[src/rtl/spi_pkg.sv]
// spi_pkg: shared state encoding, widths and helpers for spi_bus_arbiter.
// Round-robin arbitration is compiled in when SPI_ARB_RR_EN is defined.
package spi_pkg;

  localparam int SPI_DATA_W = 8;
  localparam int BIT_CNT_W  = $clog2(SPI_DATA_W);

  typedef enum logic [2:0] {
    IDLE,
    SETUP,
    SHIFT,
    HOLD,
    DONE
  } state_t;

  // a and b are both below n, so one subtraction is enough
  function automatic int wrap_add(
    input int a,
    input int b,
    input int n
  );
    int s;
    s = a + b;
    if (s >= n) s = s - n;
    return s;
  endfunction

endpackage

[src/rtl/spi_bus_arbiter_if.sv]
// spi_bus_arbiter_if: client request/grant bus plus the SPI pins.
// master = arbiter side, slave = clients and the SPI slave device.
interface spi_bus_arbiter_if #(
  parameter int NUM_REQ = 4
);
  import spi_pkg::*;

  logic [NUM_REQ-1:0]            req;
  logic [SPI_DATA_W*NUM_REQ-1:0] wdata;
  logic [NUM_REQ-1:0]            gnt;
  logic [NUM_REQ-1:0]            done;
  logic [SPI_DATA_W-1:0]         rdata;
  logic                          busy;
  logic                          sclk;
  logic                          ss;
  logic                          mosi;
  logic                          miso;

  modport master (
    input  req,
    input  wdata,
    input  miso,
    output gnt,
    output done,
    output rdata,
    output busy,
    output sclk,
    output ss,
    output mosi
  );

  modport slave (
    output req,
    output wdata,
    output miso,
    input  gnt,
    input  done,
    input  rdata,
    input  busy,
    input  sclk,
    input  ss,
    input  mosi
  );

endinterface

[src/rtl/spi_shift_engine.sv]
// spi_shift_engine: clock divider, sclk/ss/mosi generation and shift registers.
// Phase is supplied by the arbiter FSM; start loads a byte, finish ends HOLD.
module spi_shift_engine
  import spi_pkg::*;
#(
  parameter int CLK_DIV = 4
) (
  input  logic                  clk,
  input  logic                  rst,
  input  state_t                state,
  input  logic                  start,
  input  logic [SPI_DATA_W-1:0] data,
  input  logic                  miso,
  output logic                  tick,
  output logic                  last,
  output logic                  finish,
  output logic [SPI_DATA_W-1:0] rx,
  output logic                  sclk,
  output logic                  ss,
  output logic                  mosi
);

  localparam int            CW      = $clog2(CLK_DIV);
  localparam logic [CW-1:0] DIV_MAX = CW'(CLK_DIV - 1);
  localparam logic [BIT_CNT_W-1:0] BIT_MAX =
    BIT_CNT_W'(SPI_DATA_W - 1);

  logic [CW-1:0]         cnt;
  logic [SPI_DATA_W-1:0] shreg;
  logic [BIT_CNT_W-1:0]  bitcnt;
  logic                  active;
  logic                  shift_tick;

  assign active = (state == SETUP) ||
                  (state == SHIFT) ||
                  (state == HOLD);

  assign tick       = active && (cnt == DIV_MAX);
  assign shift_tick = (state == SHIFT) && tick;
  assign last       = shift_tick && sclk && (bitcnt == BIT_MAX);
  assign finish     = (state == HOLD) && tick;

  always_ff @(posedge clk) begin
    if (rst) begin
      cnt    <= '0;
      shreg  <= '0;
      bitcnt <= '0;
      rx     <= '0;
      sclk   <= 1'b0;
      ss     <= 1'b1;
      mosi   <= 1'b0;
    end else if (start) begin
      cnt    <= '0;
      shreg  <= data;
      bitcnt <= '0;
      rx     <= '0;
      sclk   <= 1'b0;
      ss     <= 1'b0;
      mosi   <= data[SPI_DATA_W-1];
    end else begin
      if (active) begin
        cnt <= tick ? '0 : cnt + CW'(1);
      end
      if (shift_tick) begin
        sclk <= ~sclk;
        if (!sclk) begin
          rx <= {rx[SPI_DATA_W-2:0], miso};
        end else begin
          bitcnt <= bitcnt + BIT_CNT_W'(1);
          // the last falling edge leaves bit 0 on mosi through HOLD
          if (!last) begin
            shreg <= {shreg[SPI_DATA_W-2:0], 1'b0};
            mosi  <= shreg[SPI_DATA_W-2];
          end
        end
      end
      if (finish) begin
        ss   <= 1'b1;
        mosi <= 1'b0;
      end
    end
  end

endmodule

[src/rtl/spi_bus_arbiter.sv]
// spi_bus_arbiter: shares one SPI mode-0 master among NUM_REQ clients.
// Fixed priority by default; SPI_ARB_RR_EN selects round-robin.
module spi_bus_arbiter
  import spi_pkg::*;
#(
  parameter int NUM_REQ = 4,
  parameter int CLK_DIV = 4
) (
  input logic               clk,
  input logic               rst,
  spi_bus_arbiter_if.master bus
);

  localparam int IW = $clog2(NUM_REQ);

  state_t                state;
  logic [NUM_REQ-1:0]    gnt;
  logic [NUM_REQ-1:0]    done;
  logic [NUM_REQ-1:0]    win_oh;
  logic [SPI_DATA_W-1:0] rdata;
  logic [SPI_DATA_W-1:0] rx;
  logic [SPI_DATA_W-1:0] tx;
  logic [IW-1:0]         win_idx;
  logic                  busy;
  logic                  hit;
  logic                  start;
  logic                  tick;
  logic                  last;
  logic                  finish;
  logic                  sclk;
  logic                  ss;
  logic                  mosi;

`ifdef SPI_ARB_RR_EN
  logic [IW-1:0] rr_ptr;
  logic [IW-1:0] idx;

  always_comb begin
    hit     = 1'b0;
    win_idx = '0;
    idx     = '0;
    for (int k = 0; k < NUM_REQ; k++) begin
      idx = IW'(wrap_add(int'(rr_ptr), k, NUM_REQ));
      if (!hit && bus.req[idx]) begin
        hit     = 1'b1;
        win_idx = idx;
      end
    end
  end

  always_ff @(posedge clk) begin
    if (rst) begin
      rr_ptr <= '0;
    end else if (start) begin
      rr_ptr <= IW'(wrap_add(int'(win_idx), 1, NUM_REQ));
    end
  end
`else
  always_comb begin
    hit     = 1'b0;
    win_idx = '0;
    for (int k = 0; k < NUM_REQ; k++) begin
      if (!hit && bus.req[k]) begin
        hit     = 1'b1;
        win_idx = IW'(k);
      end
    end
  end
`endif

  always_comb begin
    win_oh = '0;
    tx     = '0;
    for (int k = 0; k < NUM_REQ; k++) begin
      if (win_idx == IW'(k)) begin
        win_oh[k] = hit;
        tx = bus.wdata[SPI_DATA_W*k +: SPI_DATA_W];
      end
    end
  end

  assign start = (state == IDLE) && hit;

  // wdata is captured only at grant; later changes are ignored
  always_ff @(posedge clk) begin
    if (rst) begin
      state <= IDLE;
      gnt   <= '0;
      done  <= '0;
      rdata <= '0;
      busy  <= 1'b0;
    end else begin
      done <= '0;
      unique case (state)
        IDLE: begin
          if (start) begin
            gnt   <= win_oh;
            busy  <= 1'b1;
            state <= SETUP;
          end
        end
        SETUP: begin
          if (tick) state <= SHIFT;
        end
        SHIFT: begin
          if (last) state <= HOLD;
        end
        HOLD: begin
          if (finish) begin
            done  <= gnt;
            rdata <= rx;
            state <= DONE;
          end
        end
        DONE: begin
          gnt   <= '0;
          busy  <= 1'b0;
          state <= IDLE;
        end
        default: state <= IDLE;
      endcase
    end
  end

  spi_shift_engine #(
    .CLK_DIV(CLK_DIV)
  ) u_engine (
    .clk   (clk),
    .rst   (rst),
    .state (state),
    .start (start),
    .data  (tx),
    .miso  (bus.miso),
    .tick  (tick),
    .last  (last),
    .finish(finish),
    .rx    (rx),
    .sclk  (sclk),
    .ss    (ss),
    .mosi  (mosi)
  );

  assign bus.gnt   = gnt;
  assign bus.done  = done;
  assign bus.rdata = rdata;
  assign bus.busy  = busy;
  assign bus.sclk  = sclk;
  assign bus.ss    = ss;
  assign bus.mosi  = mosi;

endmodule

[src/flat_wrapper.sv]
// flat-port wrapper written by rule: the top's interface ports become plain ports
module spi_bus_arbiter_flat import spi_pkg::*;
#(
  parameter int NUM_REQ = 4,
  parameter int CLK_DIV = 4
)
  (clk, rst, bus_req, bus_wdata, bus_miso, bus_gnt, bus_done, bus_rdata, bus_busy, bus_sclk, bus_ss, bus_mosi);
  spi_bus_arbiter_if #(.NUM_REQ(NUM_REQ)) bus_i ();
  input logic clk;
  input logic rst;
  input wire logic [$bits(bus_i.req)-1:0] bus_req;
  input wire logic [$bits(bus_i.wdata)-1:0] bus_wdata;
  input wire logic [$bits(bus_i.miso)-1:0] bus_miso;
  output wire logic [$bits(bus_i.gnt)-1:0] bus_gnt;
  output wire logic [$bits(bus_i.done)-1:0] bus_done;
  output wire logic [$bits(bus_i.rdata)-1:0] bus_rdata;
  output wire logic [$bits(bus_i.busy)-1:0] bus_busy;
  output wire logic [$bits(bus_i.sclk)-1:0] bus_sclk;
  output wire logic [$bits(bus_i.ss)-1:0] bus_ss;
  output wire logic [$bits(bus_i.mosi)-1:0] bus_mosi;
  assign bus_i.req = bus_req;
  assign bus_i.wdata = bus_wdata;
  assign bus_i.miso = bus_miso;
  assign bus_gnt = bus_i.gnt;
  assign bus_done = bus_i.done;
  assign bus_rdata = bus_i.rdata;
  assign bus_busy = bus_i.busy;
  assign bus_sclk = bus_i.sclk;
  assign bus_ss = bus_i.ss;
  assign bus_mosi = bus_i.mosi;
  spi_bus_arbiter #(.NUM_REQ(NUM_REQ), .CLK_DIV(CLK_DIV)) u_core (.clk(clk), .rst(rst), .bus(bus_i));
endmodule
[config.mk]
export PLATFORM = sky130hd
export DESIGN_NAME = spi_bus_arbiter_flat
export DESIGN_NICKNAME = d
export VERILOG_FILES = /design/src/rtl/spi_pkg.sv /design/src/rtl/spi_bus_arbiter_if.sv /design/src/rtl/spi_shift_engine.sv /design/src/rtl/spi_bus_arbiter.sv /design/src/flat_wrapper.sv
export SDC_FILE = /design/constraint.sdc
export NUM_CORES = 1
export LEC_CHECK = 0
export BUFFER_PORTS_ARGS = -buffer_cell sky130_fd_sc_hd__buf_4
export CORE_MARGIN = 3
export CORE_UTILIZATION = 46
export DETAILED_ROUTE_END_ITERATION = 7
export PLACE_DENSITY_LB_ADDON = 0.12
export SETUP_SLACK_MARGIN = 0.02
export SLEW_MARGIN = 20
export SYNTH_ARGS = -nofsm -noshare
export SYNTH_HDL_FRONTEND = slang
export SYNTH_SLANG_ARGS = --single-unit
[constraint.sdc]
create_clock -name clk -period 1.53 [get_ports clk]
set_input_delay 0.306 -clock clk [delete_from_list [all_inputs] [get_ports clk]]
set_output_delay 0.306 -clock clk [all_outputs]
set_load 0.02 [all_outputs]
Word-level counts from Yosys, hierarchy flattened
Index checks and enable logic that the tools add are counted.
{"block": "word_totals", "output_inout_bits": 20, "register_bits": 43, "in_bits": 39}
{"block": "op_classes", "n_addsub": 2, "bitwise": 3, "n_eq_ne": 15, "mux": 36, "n_reduce_logical": 31}
{"cell": "$mux W8", "n": 4}
{"cell": "$mux W7", "n": 4}
{"cell": "$mux W1", "n": 17}
{"cell": "$mux W3", "n": 4}
{"cell": "$pmux W3 S4", "n": 1}
{"cell": "$logic_and A1 B1 Y1", "n": 9}
{"cell": "$ne A2 B1 Y1 const B", "n": 4}
{"cell": "$pmux W4 S2", "n": 1}
{"cell": "$reduce_and A2 Y1", "n": 4}
{"cell": "$reduce_bool A2 Y1", "n": 4}
{"cell": "$eq A2 B2 Y1 const B", "n": 3}
{"cell": "$eq A3 B2 Y1 const B", "n": 2}
{"cell": "$eq A3 B3 Y1 const B", "n": 2}
{"cell": "$mux W2", "n": 3}
{"cell": "$reduce_and A3 Y1", "n": 2}
{"cell": "$reduce_bool A3 Y1", "n": 2}
{"cell": "$mux W4", "n": 1}
{"cell": "$reduce_and A4 Y1", "n": 1}
{"cell": "$add A3 B1 Y3 const B", "n": 1}
{"cell": "$eq A3 B1 Y1 const B", "n": 1}
{"cell": "$logic_not A1 Y1", "n": 3}
{"cell": "$logic_not A3 Y1", "n": 1}
{"cell": "$ne A3 B2 Y1 const B", "n": 1}
{"cell": "$not A1 Y1", "n": 3}
{"cell": "8 further kinds", "n": 9}

Longest topological paths before layout
{"block": "logic_depth", "depth_word": 16, "depth_mapped": 6, "mapped_depth_nobuf": 6}

By module
A second synthesis with hierarchy kept.
{"block": "unflattened", "cells_unflattened": 265, "area_unflattened_um2": 2178.3}
{"mod": "spi_bus_arbiter", "area_each_um2": 1107.3, "seq_area_each_um2": 400.4, "instances": 1, "cells_each": 139}
{"mod": "spi_shift_engine", "area_each_um2": 1071.0, "seq_area_each_um2": 460.4, "instances": 1, "cells_each": 126}

Worst setup path after synthesis
Ideal clock, no wire load.
{"block": "synth_timing", "path_type": "flip-flop to flip-flop", "from": "register u_core.u_engine.sclk", "to": "register u_core.u_engine.shreg[3]", "path_slack_ps": -82, "stages_incl_launch_ff": 7, "required_time_ps": 1439, "path_buffers": 2, "arrival_time_ps": 1522, "setup_ps": 91, "cell_sequence": "dfxtp_1 > clkbuf_1 > inv_1 > o32ai_2 > buf_4 > nor2_1 > a311oi_1"}
{"block": "synth_between", "elab_chain_len": 4, "elab_cells_between_ends": 5, "classes_between": "eq/ne (1); reduce/logical (4)"}
{"element": "start, declared", "line": "spi_shift_engine.sv:18", "source": "output logic sclk,"}
{"element": "start signal, assigned", "line": "spi_shift_engine.sv:65", "source": "sclk <= ~sclk;"}
{"element": "$logic_and A1 B1 Y1 (2 in series)", "line": "spi_shift_engine.sv:40", "source": "assign last = shift_tick && sclk && (bitcnt == BIT_MAX);"}
{"element": "$ne A2 B1 Y1 (no line)"}
{"element": "$reduce_and A3 Y1 (no line) *"}
{"element": "end signal, assigned", "line": "spi_shift_engine.sv:54", "source": "shreg <= data;"}
{"element": "end signal, assigned", "line": "spi_shift_engine.sv:72", "source": "shreg <= {shreg[SPI_DATA_W-2:0], 1'b0};"}
{"element": "end, declared", "line": "spi_shift_engine.sv:29", "source": "logic [SPI_DATA_W-1:0] shreg;"}
Every way passes the cells marked *; elsewhere a longest branch is shown, timed or not.
A chain may end at the register's enable or synchronous reset.

Worst setup path after layout
{"block": "layout_timing", "from": "register u_core.u_engine.bitcnt[0]", "to": "register u_core.u_engine.shreg[3]"}
{"block": "layout_between", "elab_chain_len": 4}
{"element": "start, declared", "line": "spi_shift_engine.sv:30", "source": "logic [BIT_CNT_W-1:0] bitcnt;"}
{"element": "start signal, assigned", "line": "spi_shift_engine.sv:69", "source": "bitcnt <= bitcnt + BIT_CNT_W'(1);"}
{"element": "$eq A3 B3 Y1", "line": "spi_shift_engine.sv:40"}
{"element": "$logic_and A1 B1 Y1", "line": "spi_shift_engine.sv:40"}
{"element": "$ne A2 B1 Y1 (no line)"}
{"element": "$reduce_and A3 Y1 (no line)"}
Every way passes these cells.

==> results summary <==
The H-tree depth came out at 2. The achievable clock frequency is 640 MHz. The pin count of the biggest net entering global routing came out at 27. The die covers 0.00538 mm^2. The total overflow left after global routing is 0. The number of detailed-routing iterations run before antenna repair is 4.

Setup violations remaining at the end of the flow were counted as 4. The element type at the critical path start is a register. The count of clock tree sinks is 43. The worst relative slew slack is 78.4%. The final reports fail on setup timing. The area growth from synthesis to layout came out at 48.9%. The post-layout instance area came out at 0.00310 mm^2. The combined global-route utilization of all metal layers is 21.4%. In this run the most critical hold path is launched from bus_miso.

Among all flip-flop cells after synthesis, the most frequent one is sky130_fd_sc_hd__dfxtp_1. The critical path start-end classification is reg2reg. After synthesis the cells add up to 0.00208 mm^2.

The path class of the tightest hold or removal check is in2reg. The max-capacitance violation count came out at 0. The instance area after placement is 0.00281 mm^2. The synthesized flop and latch total came out at 43. For the pin with the worst max-slew slack, the measured transition is 0.322 ns. The initial detailed-routing violation count is 216.

The clock skew came out at 0.0100 ns. Buffers placed on the I/O ports in this run total 58. For this run, the post-layout net count is 376. The via count of the first global-routing pass is 1999.

The vertical extent of the die came out at 73.3 um. The portion of the post-synthesis area used by sequential elements came out at 41.3%. Clock latency on the worst-skew pair, taken at its later pin, is 0.30 ns.

TritonCTS built the clock tree. The mean number of vias per cell is 5.49. From left edge to right edge, the die measures 73.3 um. VDD sags by at most 0.00105 V. The total number of vias is 2114. After floorplanning, the core was sized to cover 0.00417 mm^2. The DRC violation count after routing came out at 0. The weighted congestion at the end of routability-driven global placement came out at 0.864. The part of the cycle the worst path needs came out at 102%.

The number of primary I/O pins came out at 59. The final-report hold violation count came out at 0. The clock period minus final worst setup slack is 1.56 ns. The critical path data required time came out at 1.75 ns. The final count of pins violating max slew came out at 0. The number of nets in the synthesized netlist came out at 283. The post-layout worst setup margin is -0.0314 ns.

The share of post-route cells with drive strength above 1 is 42.1%. Counting flops with a built-in enable in the synthesized netlist gives 0. The fraction of synthesis flops using an asynchronous set or reset pin came out at 0%. STA classifies the critical path endpoint as a register. The number of buffers created by CTS is 5. The detailed-route wire length per cell is 15.2 um.

Clock-pin slew was measured on the worst setup and hold paths at 0.09 ns. The initial antenna violation count is 0. The total power draw is 2.52 mW. Along the worst path, the maximum fanout reaches 5.

The routed design has 5850 um of wire. The number of nets still failing antenna checks after routing is 0. Final hold analysis gives a worst-case slack of 0.241 ns. The number of hold-repair buffers added at the cts stage is 0. Setup repair after global routing could not meet its margin everywhere. The first global-routing pass estimated 8910 um of wire. The buffer depth of the longest clock path is 2. The flow ran to the end, but the final reports show violations. The number of warnings reported in the yosys synthesis log came out at 0.

The worst path arrival time came out at 1.78 ns. The tree is rooted in a sky130_fd_sc_hd__clkbuf_8. In this run the power density over the cells is 811 mW/mm^2. The number of placement rows is 23. The startpoint identified for the worst register-to-register timing path is u_core.u_engine.bitcnt[0]. The half-perimeter wire length after detailed placement came out at 4120 um. The critical path startpoint is u_core.u_engine.bitcnt[0]. The netlist uses 50 different library cells.

Each instance of the synthesized netlist takes up on average 8.65 um^2. The cell count after synthesis came out at 241. Cells fill 74.4% of the core in the end. The leakage power total is 1.28 nW. The starting density of the core is 50.0%. The repair_antennas step left the layout with diodes totalling 0.
==> cells in the final DEF (no fill, tap or decap), types with 3 or more instances in the layout <==
| cell | instances |
|---|---|
| sky130_fd_sc_hd__inv_1 | 5 |
| sky130_fd_sc_hd__dfxtp_2 | 7 |
| sky130_fd_sc_hd__mux2i_1 | 10 |
| sky130_fd_sc_hd__nor2b_1 | 8 |
| sky130_fd_sc_hd__buf_4 | 98 |
| sky130_fd_sc_hd__a211o_1 | 6 |
| sky130_fd_sc_hd__nor2_1 | 29 |
| sky130_fd_sc_hd__a21oi_1 | 16 |
| sky130_fd_sc_hd__dfxtp_1 | 36 |
| sky130_fd_sc_hd__a311o_1 | 5 |
| sky130_fd_sc_hd__and2_1 | 4 |
| sky130_fd_sc_hd__buf_12 | 3 |
| sky130_fd_sc_hd__clkbuf_8 | 5 |
| sky130_fd_sc_hd__ha_4 | 3 |
| sky130_fd_sc_hd__o21ai_0 | 7 |
| sky130_fd_sc_hd__a311oi_2 | 5 |
| sky130_fd_sc_hd__nand2_1 | 35 |
| sky130_fd_sc_hd__nor2_2 | 3 |
| sky130_fd_sc_hd__nor4_1 | 5 |
| sky130_fd_sc_hd__nand3_1 | 4 |
==> timing repair <==
| action | 4_1_cts | 5_1_grt |
|---|---|---|
| buffers inserted | 3 | 6 |
| endpoints found under the setup margin | 8 | 10 |
| resized for setup | 4 | 16 |
| gates cloned | 0 | 1 |
| pin swaps | 2 | 11 |
==> metrics by stage <==
step,setup slack (ns),setup TNS (ns),std cells
final,-0.0314,-0.0930,385
after global routing,-0.0656,-0.319,385
after CTS,0.0207,0,378
after detailed placement,-0.156,-2.79,367
after global placement,-0.153,-2.04,367
after floorplan,0.0184,0,241
==> report_power, final <==
part	switching (mW)	total (mW)	internal [mW]
clock	0.427	0.923	0.495
combinational	0.196	0.424	0.228
sequential	0.0213	1.17	1.15
total	0.645	2.52	1.87
==> worst max-delay path, cell delays in order, from the launching register on <==
cell and delay [ns]:
sky130_fd_sc_hd__dfxtp_2 0.35, sky130_fd_sc_hd__ha_4 0.16, sky130_fd_sc_hd__ha_4 0.17, sky130_fd_sc_hd__o32ai_4 0.30
sky130_fd_sc_hd__buf_12 0.15, sky130_fd_sc_hd__buf_12 0.10, sky130_fd_sc_hd__nor2_1 0.05, sky130_fd_sc_hd__a311oi_2 0.20
==> final cells by class <==
class | count | area [um^2]
multi-input cells | 176 | 1220
inverters | 5 | 18.8
repair buffers | 103 | 818
fillers | 311 | 1070
well taps | 50 | 62.6
clock buffers | 5 | 68.8
clock inverters | 3 | 47.5
flip-flops and latches | 43 | 870
==> metal layers <==
layer	up-vias	global-route usage, %	routed length, um
li1	1046	-	-
met4	0	7.65	10
met1	992	27.4	2510
met2	72	35.3	2960
met5	-	0	0
met3	4	5.06	366
==> logic make-up (layout without fill, tap and decap cells) <==
| kind of cell | Yosys count | after routing | share of synthesized area, % |
|---|---|---|---|
| and+or+nand+nor | 104 | 105 | 25.6 |
| AOI/OAI and AO/OA | 55 | 55 | 19.4 |
| DFF | 43 | 43 | 41.3 |
| buffers and inverters | 23 | 116 | 5.82 |
| muxes | 10 | 10 | 4.80 |
| adders and majority gates | 3 | 3 | 1.80 |
| xor gates and xnor gates | 3 | 3 | 1.26 |
==> path summary, 6_finish.rpt <==
| kind | endpoint | slack, ns | cells past startpoint |
|---|---|---|---|
| max | u_core.u_engine.shreg[3] | -0.03 | 7 |
| min | u_core.u_engine.rx[0] | 0.24 | 3 |
| max reg2reg | u_core.u_engine.shreg[3] | -0.03 | 7 |
| min reg2reg | u_core.bus.rdata[6] | 0.46 | 2 |
==> cell usage after synthesis (all sizes together), types with 2 or more instances <==
master | count | area, um^2
a211o | 6 | 52.6
a21oi | 16 | 80.1
a22oi | 2 | 15.0
a311o | 6 | 61.3
a311oi | 6 | 58.8
a32oi | 2 | 17.5
and2 | 4 | 25.0
buf | 12 | 80.1
clkbuf | 6 | 22.5
dfxtp | 43 | 861
ha | 3 | 37.5
inv | 5 | 18.8
mux2i | 10 | 100
nand2 | 36 | 143
nand2b | 2 | 20.0
nand3 | 4 | 20.0
nor2 | 32 | 123
nor2b | 8 | 50.1
nor3 | 4 | 36.3
nor4 | 6 | 43.8
o211ai | 2 | 15.0
o21ai | 8 | 40.0
o32ai | 2 | 25.0
or3 | 2 | 12.5
xor2 | 2 | 17.5
==> flip-flops by register name (all words and copies together), names as in the netlist <==
name                    count
u_core.u_engine.bitcnt      3
u_core.u_engine.rx          8
u_core.u_engine.mosi        1
u_core.bus.busy             1
u_core.u_engine.shreg       7
u_core.u_engine.sclk        1
u_core.state                3
u_core.bus.done             4
u_core.bus.rdata            8
u_core.bus.gnt              4
u_core.u_engine.cnt         2
u_core.u_engine.ss          1
No activity file was read; power rests on OpenSTA's default activity.
